===== src/rtl/uart_tx_ctrl_if.sv =====
// uart_tx_ctrl_if: character-in / serial-out signal bundle for the UART transmitter.
// The afe_in/cts_in pair only exists when UART_TX_AFE_EN is defined.
interface uart_tx_ctrl_if;
  logic       bclk_tick_in;
  logic       tx_en_in;
  logic       thr_valid_in;
  logic [7:0] thr_data_in;
  logic       thr_pop_out;
  logic [1:0] wls_in;
  logic       stb_in;
  logic       pen_in;
  logic       eps_in;
  logic       sp_in;
  logic       bc_in;
`ifdef UART_TX_AFE_EN
  logic       afe_in;
  logic       cts_in;
`endif
  logic       uart_txd_out;
  logic       tx_busy_out;
  logic       temt_out;

  modport master (
`ifdef UART_TX_AFE_EN
    output afe_in,
    output cts_in,
`endif
    output bclk_tick_in,
    output tx_en_in,
    output thr_valid_in,
    output thr_data_in,
    output wls_in,
    output stb_in,
    output pen_in,
    output eps_in,
    output sp_in,
    output bc_in,
    input  thr_pop_out,
    input  uart_txd_out,
    input  tx_busy_out,
    input  temt_out
  );

  modport slave (
`ifdef UART_TX_AFE_EN
    input  afe_in,
    input  cts_in,
`endif
    input  bclk_tick_in,
    input  tx_en_in,
    input  thr_valid_in,
    input  thr_data_in,
    input  wls_in,
    input  stb_in,
    input  pen_in,
    input  eps_in,
    input  sp_in,
    input  bc_in,
    output thr_pop_out,
    output uart_txd_out,
    output tx_busy_out,
    output temt_out
  );
endinterface


===== src/rtl/uart_tx_ctrl.sv =====
// uart_tx_ctrl: UART transmit sequencer. Pulls one character per frame from the
// holding register, serialises start/data/parity/stop at OVERSAMPLE bclk ticks per bit.
// Optional build macro UART_TX_AFE_EN: auto flow control (afe_in/cts_in) gates frame starts.
//
// state     | meaning
// ----------|--------------------------------------------------------------
// ST_IDLE   | line high, waiting for a character on a bclk tick
// ST_START  | start bit (low), OVERSAMPLE ticks
// ST_DATA   | wls+5 data bits, LSB first
// ST_PARITY | one parity bit (only when parity was enabled at frame start)
// ST_STOP   | stop bit(s): 1, 1.5 or 2 bit times; may chain straight into START
module uart_tx_ctrl #(
  parameter int OVERSAMPLE = 16
) (
  input  logic          apb_clk_in,
  input  logic          apb_rst_in,
  uart_tx_ctrl_if.slave tx_if
);

  typedef enum logic [2:0] {
    ST_IDLE   = 3'd0,
    ST_START  = 3'd1,
    ST_DATA   = 3'd2,
    ST_PARITY = 3'd3,
    ST_STOP   = 3'd4
  } state_t;

  localparam logic [3:0] TC_FULL = 4'(OVERSAMPLE - 1);
  localparam logic [3:0] TC_HALF = 4'(OVERSAMPLE / 2 - 1);

  state_t     state_q, state_d;
  logic [3:0] tick_cnt_q, tick_cnt_d;
  logic [2:0] bit_idx_q, bit_idx_d;
  logic       stop_second_q, stop_second_d;
  logic       txd_q, txd_d;
  logic [7:0] data_q;
  logic [1:0] wls_q;
  logic       stb_q, pen_q, eps_q, sp_q;
  logic       flow_ok, start_ok, pop;
  logic       bit_end, last_bit, stop_first_end, stop_end;
  logic [3:0] stop_tc;
  logic [7:0] data_mask;
  logic       par_xor, parity_bit;

`ifdef UART_TX_AFE_EN
  assign flow_ok = ~(tx_if.afe_in & ~tx_if.cts_in);
`else
  assign flow_ok = 1'b1;
`endif

  // reset gate keeps the combinational pop quiet while apb_rst_in is high
  assign start_ok = ~apb_rst_in & tx_if.bclk_tick_in & tx_if.tx_en_in &
                    tx_if.thr_valid_in & flow_ok;

  assign bit_end        = tx_if.bclk_tick_in & (tick_cnt_q == TC_FULL);
  assign last_bit       = (bit_idx_q == ({1'b0, wls_q} + 3'd4));
  // second stop period is a half bit only for 5-bit words with stb set
  assign stop_tc        = (wls_q == 2'd0) ? TC_HALF : TC_FULL;
  assign stop_first_end = bit_end & ~stop_second_q & stb_q;
  assign stop_end       = tx_if.bclk_tick_in &
                          (stop_second_q ? (tick_cnt_q == stop_tc)
                                         : (~stb_q & (tick_cnt_q == TC_FULL)));

  assign data_mask  = 8'hFF >> (2'd3 - wls_q);
  assign par_xor    = ^(data_q & data_mask);
  assign parity_bit = sp_q ? ~eps_q : (eps_q ? par_xor : ~par_xor);

  // State register
  always_ff @(posedge apb_clk_in or posedge apb_rst_in) begin
    if (apb_rst_in) state_q <= ST_IDLE;
    else            state_q <= state_d;
  end

  // Next state, pop strobe and the next line level
  always_comb begin
    state_d = state_q;
    pop     = 1'b0;
    if (!tx_if.tx_en_in) begin
      state_d = ST_IDLE;
    end else begin
      case (state_q)
        ST_IDLE: begin
          if (start_ok) begin
            state_d = ST_START;
            pop     = 1'b1;
          end
        end
        ST_START: begin
          if (bit_end) state_d = ST_DATA;
        end
        ST_DATA: begin
          if (bit_end && last_bit) state_d = pen_q ? ST_PARITY : ST_STOP;
        end
        ST_PARITY: begin
          if (bit_end) state_d = ST_STOP;
        end
        ST_STOP: begin
          if (stop_end) begin
            if (start_ok) begin
              state_d = ST_START;
              pop     = 1'b1;
            end else begin
              state_d = ST_IDLE;
            end
          end
        end
        default: state_d = ST_IDLE;
      endcase
    end

    case (state_d)
      ST_START:  txd_d = 1'b0;
      ST_DATA:   txd_d = data_q[bit_idx_d];
      ST_PARITY: txd_d = parity_bit;
      default:   txd_d = 1'b1;
    endcase
  end

  // Tick counter, bit index and stop-phase flag next values
  always_comb begin
    tick_cnt_d    = tick_cnt_q;
    bit_idx_d     = bit_idx_q;
    stop_second_d = stop_second_q;
    if (!tx_if.tx_en_in || state_q == ST_IDLE) begin
      tick_cnt_d    = 4'd0;
      bit_idx_d     = 3'd0;
      stop_second_d = 1'b0;
    end else begin
      if (tx_if.bclk_tick_in) begin
        tick_cnt_d = ((tick_cnt_q == TC_FULL) || stop_end) ? 4'd0 : tick_cnt_q + 4'd1;
      end
      if (state_q != ST_DATA)            bit_idx_d = 3'd0;
      else if (bit_end && !last_bit)     bit_idx_d = bit_idx_q + 3'd1;
      if (state_q != ST_STOP || stop_end) stop_second_d = 1'b0;
      else if (stop_first_end)           stop_second_d = 1'b1;
    end
  end

  // Counter registers
  always_ff @(posedge apb_clk_in or posedge apb_rst_in) begin
    if (apb_rst_in) begin
      tick_cnt_q    <= 4'd0;
      bit_idx_q     <= 3'd0;
      stop_second_q <= 1'b0;
    end else begin
      tick_cnt_q    <= tick_cnt_d;
      bit_idx_q     <= bit_idx_d;
      stop_second_q <= stop_second_d;
    end
  end

  // Registered serial line; break overrides whatever the FSM wants to send
  always_ff @(posedge apb_clk_in or posedge apb_rst_in) begin
    if (apb_rst_in) txd_q <= 1'b1;
    else            txd_q <= tx_if.bc_in ? 1'b0 : txd_d;
  end

  // Character and frame format captured on the pop so mid-frame changes wait a frame
  always_ff @(posedge apb_clk_in or posedge apb_rst_in) begin
    if (apb_rst_in) begin
      data_q <= 8'h00;
      wls_q  <= 2'd0;
      stb_q  <= 1'b0;
      pen_q  <= 1'b0;
      eps_q  <= 1'b0;
      sp_q   <= 1'b0;
    end else if (pop) begin
      data_q <= tx_if.thr_data_in;
      wls_q  <= tx_if.wls_in;
      stb_q  <= tx_if.stb_in;
      pen_q  <= tx_if.pen_in;
      eps_q  <= tx_if.eps_in;
      sp_q   <= tx_if.sp_in;
    end
  end

  assign tx_if.thr_pop_out  = pop;
  assign tx_if.uart_txd_out = txd_q;
  assign tx_if.tx_busy_out  = (state_q != ST_IDLE);
  assign tx_if.temt_out     = (state_q == ST_IDLE) & ~tx_if.thr_valid_in;

endmodule


===== src/flat_wrapper.sv =====
// flat-port wrapper written by rule: the top's interface ports become plain ports
module uart_tx_ctrl_flat 
#(
  parameter int OVERSAMPLE = 16
)
  (apb_clk_in, apb_rst_in, tx_if_bclk_tick_in, tx_if_tx_en_in, tx_if_thr_valid_in, tx_if_thr_data_in, tx_if_wls_in, tx_if_stb_in, tx_if_pen_in, tx_if_eps_in, tx_if_sp_in, tx_if_bc_in, tx_if_thr_pop_out, tx_if_uart_txd_out, tx_if_tx_busy_out, tx_if_temt_out);
  uart_tx_ctrl_if tx_if_i ();
  input  logic apb_clk_in;
  input  logic apb_rst_in;
  input wire logic [$bits(tx_if_i.bclk_tick_in)-1:0] tx_if_bclk_tick_in;
  input wire logic [$bits(tx_if_i.tx_en_in)-1:0] tx_if_tx_en_in;
  input wire logic [$bits(tx_if_i.thr_valid_in)-1:0] tx_if_thr_valid_in;
  input wire logic [$bits(tx_if_i.thr_data_in)-1:0] tx_if_thr_data_in;
  input wire logic [$bits(tx_if_i.wls_in)-1:0] tx_if_wls_in;
  input wire logic [$bits(tx_if_i.stb_in)-1:0] tx_if_stb_in;
  input wire logic [$bits(tx_if_i.pen_in)-1:0] tx_if_pen_in;
  input wire logic [$bits(tx_if_i.eps_in)-1:0] tx_if_eps_in;
  input wire logic [$bits(tx_if_i.sp_in)-1:0] tx_if_sp_in;
  input wire logic [$bits(tx_if_i.bc_in)-1:0] tx_if_bc_in;
  output wire logic [$bits(tx_if_i.thr_pop_out)-1:0] tx_if_thr_pop_out;
  output wire logic [$bits(tx_if_i.uart_txd_out)-1:0] tx_if_uart_txd_out;
  output wire logic [$bits(tx_if_i.tx_busy_out)-1:0] tx_if_tx_busy_out;
  output wire logic [$bits(tx_if_i.temt_out)-1:0] tx_if_temt_out;
  assign tx_if_i.bclk_tick_in = tx_if_bclk_tick_in;
  assign tx_if_i.tx_en_in = tx_if_tx_en_in;
  assign tx_if_i.thr_valid_in = tx_if_thr_valid_in;
  assign tx_if_i.thr_data_in = tx_if_thr_data_in;
  assign tx_if_i.wls_in = tx_if_wls_in;
  assign tx_if_i.stb_in = tx_if_stb_in;
  assign tx_if_i.pen_in = tx_if_pen_in;
  assign tx_if_i.eps_in = tx_if_eps_in;
  assign tx_if_i.sp_in = tx_if_sp_in;
  assign tx_if_i.bc_in = tx_if_bc_in;
  assign tx_if_thr_pop_out = tx_if_i.thr_pop_out;
  assign tx_if_uart_txd_out = tx_if_i.uart_txd_out;
  assign tx_if_tx_busy_out = tx_if_i.tx_busy_out;
  assign tx_if_temt_out = tx_if_i.temt_out;
  uart_tx_ctrl #(.OVERSAMPLE(OVERSAMPLE)) u_core (.apb_clk_in(apb_clk_in), .apb_rst_in(apb_rst_in), .tx_if(tx_if_i));
endmodule

===== config.mk =====
export PLATFORM = sky130hd
export DESIGN_NAME = uart_tx_ctrl_flat
export DESIGN_NICKNAME = d
export VERILOG_FILES = /design/src/rtl/uart_tx_ctrl_if.sv /design/src/rtl/uart_tx_ctrl.sv /design/src/flat_wrapper.sv
export SDC_FILE = /design/constraint.sdc
export NUM_CORES = 1
export LEC_CHECK = 0
export BUFFER_PORTS_ARGS = -buffer_cell sky130_fd_sc_hd__buf_2
export CAP_MARGIN = 20
export CORE_MARGIN = 3
export CORE_UTILIZATION = 60
export DETAILED_ROUTE_END_ITERATION = 16
export GPL_ROUTABILITY_DRIVEN = 1
export PLACE_DENSITY = 0.92
export SYNTH_ARGS = -nofsm -noshare
export SYNTH_HDL_FRONTEND = slang
export SYNTH_SLANG_ARGS = --single-unit

===== constraint.sdc =====
create_clock -name apb_clk_in -period 3.4 [get_ports apb_clk_in]
set_input_delay 0.17 -clock apb_clk_in [delete_from_list [all_inputs] [get_ports apb_clk_in]]
set_output_delay 0.17 -clock apb_clk_in [all_outputs]
set_load 0.01 [all_outputs]

# After elaboration in Yosys (flattened, before gate mapping)
# Index checks and enable logic that the tools add are counted.
# totals
register_bits	26
inputBits	20
out_inout_bits	4
# classes
addsub	4
n_lt_le_gt_ge	1
n_eq_ne	12
shifts	1
muxes	30
bitwise	16
n_reduce_logical	13
# op_table
cell	n
two-way mux 3 bit	10
two-way mux 4 bit	4
case mux 3 bit (5 select lines)	1
== test 3 x 2 -> 1 bit (second input constant)	4
two-way mux 1 bit	12
AND 1 bit	9
AND 8 bit	1
parity 8 bit	1
right shift 8 x 2 -> 8 bit (first input constant)	1
== test 3 x 1 -> 1 bit (second input constant)	2
NOT 1 bit	6
nonzero test 3 bit	2
adder 4 x 1 -> 4 bit (second input constant)	1
== test 4 bit	1
== test 4 bit (second input constant)	1
< comparator 3 x 4 -> 1 bit (second input constant)	1
adder 2 x 3 -> 3 bit (second input constant)	1
adder 3 x 1 -> 3 bit (second input constant)	1
binary-select mux 1 bit (select 3 bit)	1
== test 3 bit	1
== test 3 bit (second input constant)	1
zero test 3 bit	1
logical OR 1 bit	3
inequality test 3 x 2 -> 1 bit (second input constant)	1
other kinds (8)	10

# Depth between registers and ports, before layout
# depth
ltp_word	11
depth_mapped	8
depth_no_buf	8

# Worst setup path before layout
# OpenSTA, ideal clock, no wires.
# synth_path
kind	register to register
startpoint	reg u_core.tick_cnt_q[0]
endpoint	reg u_core.txd_q, in the netlist u_core.tx_if.uart_txd_out
t_arrival_ps	2102
required_ps	3295
path_slack_ps	1193
stages_incl_launch_ff	9
path_buffers	0
period_less_slack_ps	2207
path_cell_list	dfrtp_1 -> ha_1 -> nand4_2 -> o31ai_1 -> o2111ai_4 -> inv_4 -> or2_4 -> or3_1 -> o41ai_1
# synth_between
elab_chain_cells	10
# synth_rtl
element	line	source
from (decl)	uart_tx_ctrl.sv:32	logic [3:0] tick_cnt_q, tick_cnt_d;
from (signal assigned)	uart_tx_ctrl.sv:146	tick_cnt_q <= tick_cnt_d;
== test 4 bit	uart_tx_ctrl.sv:55, uart_tx_ctrl.sv:62	
AND 1 bit	uart_tx_ctrl.sv:62	: (~stb_q & (tick_cnt_q == TC_FULL)));
two-way mux 1 bit	uart_tx_ctrl.sv:61	(stop_second_q ? (tick_cnt_q == stop_tc)
AND 1 bit	uart_tx_ctrl.sv:60	assign stop_end = tx_if.bclk_tick_in &
two-way mux 3 bit	uart_tx_ctrl.sv:98	if (stop_end) begin
case mux 3 bit (5 select lines) *	uart_tx_ctrl.sv:81	case (state_q)
two-way mux 3 bit *	uart_tx_ctrl.sv:78	if (!tx_if.tx_en_in) begin
net u_core.state_d[0]	uart_tx_ctrl.sv:31	state_t state_q, state_d;
== test 3 x 2 -> 1 bit or == test 3 x 1 -> 1 bit (tied branches)	uart_tx_ctrl.sv:111	case (state_d)
case mux 1 bit (3 select lines) *	uart_tx_ctrl.sv:111	
two-way mux 1 bit *	uart_tx_ctrl.sv:155	else txd_q <= tx_if.bc_in ? 1'b0 : txd_d;
to (signal assigned)	uart_tx_ctrl.sv:155	
to (decl)	uart_tx_ctrl.sv:35	logic txd_q, txd_d;
# Mark *: on every way through the listed nets, which the timed path passes. The rest lies on a longest branch. The select of a mux whose other input is x is not followed.
# A chain may end at the register's enable or synchronous reset.

# Worst setup path in the final report
# Ends and elaborated chain as after synthesis.

==> flow_metrics.tcl <==
set metrics [dict create \
    synth_edf_count 0 \
    clkTransAtPathRegs_ns 0.15 \
    critical_path_peak_fanout 19 \
    synth.distinct_cells 51 \
    cap_violations 0 \
    muxShareOfSynthArea 0.0124 \
    skew_ns 0.0109 \
    placed_cells 224 \
    cts_made_buffers 3 \
    dieArea_um2 3340 \
    synth-seq-cells 26 \
    tightest_slew_ns 0.950 \
    grtUsageTotal 0.251 \
    finalSetupViolations 0 \
    hold_buffers 0 \
    clkPwrFrac 0.278 \
    setup-tns-final_ns 0 \
    first_pass_iters 4 \
    start_kind "register" \
    status "finished, final reports clean" \
    layout_common_cells "nand2_1 (49), dfrtp_1 (25), buf_2 (23), nor2_1 (7)" \
    cts.htree.levels 1 \
    synth_nets 201 \
    syn_inst 179 \
    ys.warnings.count 0 \
    max_slew_margin 0.366 \
    drt_iter0_markers 123 \
    power_frac_seq 0.499 \
    p_sw_frac 0.283 \
    io_buffers 23 \
    holdWs_ns 0.0109 \
    die_w_um 57.8 \
    leakagePower_nw 0.832 \
    post-cts-setup-buffer-count 0 \
    routedWlPerCell_um 16.6 \
    seq_area_frac_synth 0.405 \
    ctsResizeCount 0 \
    timing.final.crit_share 0.803 \
    grt_first_pass_wirelength_mm 6.54 \
    final_common_cell "nand2_1" \
    grt_pass1_vias 1374 \
    cts_root_buffer "clkbuf_4" \
    grt-ovfl-total 0 \
    netSwitchingPower_w 0.000218 \
    grt_max_degree 27 \
    clock_sinks 26 \
    grt_setup_unrepaired "false" \
    drive_above_1_share 0.177 \
    hold_viol_final 0 \
    synth-compound-area-share 0.174 \
    synthAdderAreaFrac 0.0155 \
    start_util 0.638 \
    cts_tree "yes" \
    hold_class "input port to register" \
    period_needed_ns 2.73 \
    power_density_nw_per_um2 434 \
    cts_max_path_buffers 2 \
    final_cells 228 \
    routed_wl_mm 3.79 \
    synth-main-ff-cell "dfrtp_1" \
    clock_latency_ns 0.33 \
    antenna_found_initial 0 \
    gp_congestion 0.970 \
    combPwrFrac 0.223 \
    finish.net_count 221 \
    area_growth_pct 10.1 \
    hpwlAfterDp_mm 2.66 \
    top_level_ports 24 \
    p_int_w 0.000552 \
    rows 18 \
    vias_per_cell 6.36 \
    n_antenna_cell 0 \
    critical_path_class "register to register" \
    synth_area_um2 1610 \
    avgSynthCellArea_um2 9.00 \
    dieHeight_um 57.8 \
    slew_viol_final 0 \
    worst_setup_path_end_kind "register" \
    drc 0 \
    async_flop_share 1.00 \
    route.vias.total 1449 \
    worstPathArrival_ns 2.96 \
    ir_worst_vdd_uv 384 \
    core_area_um2 2520 \
    synth_xor_area_frac 0.0629 \
    p_total_w 0.000770 \
    timing.fmax_ghz 0.367 \
    yosys.area_share.simple 0.291 \
    antenna_left 0 \
    final_core_util 0.703 \
    cp.required_ns 3.63 \
    synth_top_family_by_area "simple AND/OR/NAND/NOR gates" \
]
## area by class of cell
type | count | area, um2
fill | 195 | 749
timing repair buffer | 23 | 115
tap | 30 | 37.5
clock inverter | 1 | 30.0
clock buffer | 3 | 22.5
multi-input combinational | 140 | 895
sequential | 26 | 652
inverter | 5 | 21.3
## flip-flops by register name, summed over array words and instances, names as in the netlist
name and flops:
u_core.wls_q 2, u_core.state_q 3, u_core.eps_q 1, u_core.tx_if.uart_txd_out 1, u_core.data_q 8, u_core.stop_second_q 1, u_core.pen_q 1, u_core.bit_idx_q 3
u_core.stb_q 1, u_core.tick_cnt_q 4, u_core.sp_q 1
## cells in the mapped netlist (all sizes together) (4+ instances only)
cell | instances | area, um2
nand2 | 49 | 184
dfrtp | 25 | 626
a21oi | 7 | 38.8
nor2 | 7 | 26.3
buf | 6 | 35.0
o21ai | 6 | 30.0
xnor2 | 6 | 52.6
inv | 5 | 21.3
a2111oi | 4 | 35.0
and3b | 4 | 35.0
nand2b | 4 | 25.0
nand3 | 4 | 20.0
nor2b | 4 | 25.0
## power by group through the flow
stage | combinational, W | sequential, W | clock [W]
after global placement | 0.000163 | 0.000385 | 0
final | 0.000172 | 0.000384 | 0.000214
after global routing | 0.000192 | 0.000390 | 0.000232
after detailed placement | 0.000167 | 0.000389 | 0
after CTS | 0.000172 | 0.000383 | 0.000222
after floorplan | 0.000145 | 0.000371 | 0
## logic make-up (layout without fill, tap and decap cells)
group,count (synthesis),count (layout)
buf+inv,13,32
simple gates,92,92
xor+xnor,10,10
flops,26,26
compound gates,34,34
mux,2,2
fa+ha+maj,2,2
## worst max-delay path, cell delays in order, from the launching register on
cell       delay [ns]
dfrtp_1          0.43
ha_1             0.28
nand4_2          0.19
o31ai_1          0.15
o2111ai_4        0.42
inv_4            0.17
or2_4            0.29
or3_1            0.35
o41ai_1          0.36
## per-layer routing
layer	global-route usage	share of wire
met1	0.346	0.41
met2	0.389	0.47
met3	0.0356	0.084
met4	0.123	0.035
met5	0	0
## final timing paths
path | start | to | slack, ns | cells after the start
setup / recovery | u_core.tick_cnt_q[0] | u_core.tx_if.uart_txd_out | 0.67 | 8
hold / removal | tx_if_eps_in | u_core.eps_q | 0.01 | 3
setup reg to reg | u_core.tick_cnt_q[0] | u_core.tx_if.uart_txd_out | 0.67 | 8
hold reg to reg | u_core.sp_q | u_core.sp_q | 0.54 | 2
max in group asynchronous | apb_rst_in | u_core.data_q[4] | 2.77 | 2
min in group asynchronous | apb_rst_in | u_core.state_q[0] | 0.04 | 2
## per-stage QoR
step	setup slack [ns]	instance area, um2
final	0.671	1770
after global routing	0.413	1770
after CTS	0.672	1770
after detailed placement	0.744	1720
after global placement	0.875	1720
after floorplan	1.19	1610
Note: power is estimated with default switching activity, not from simulation.
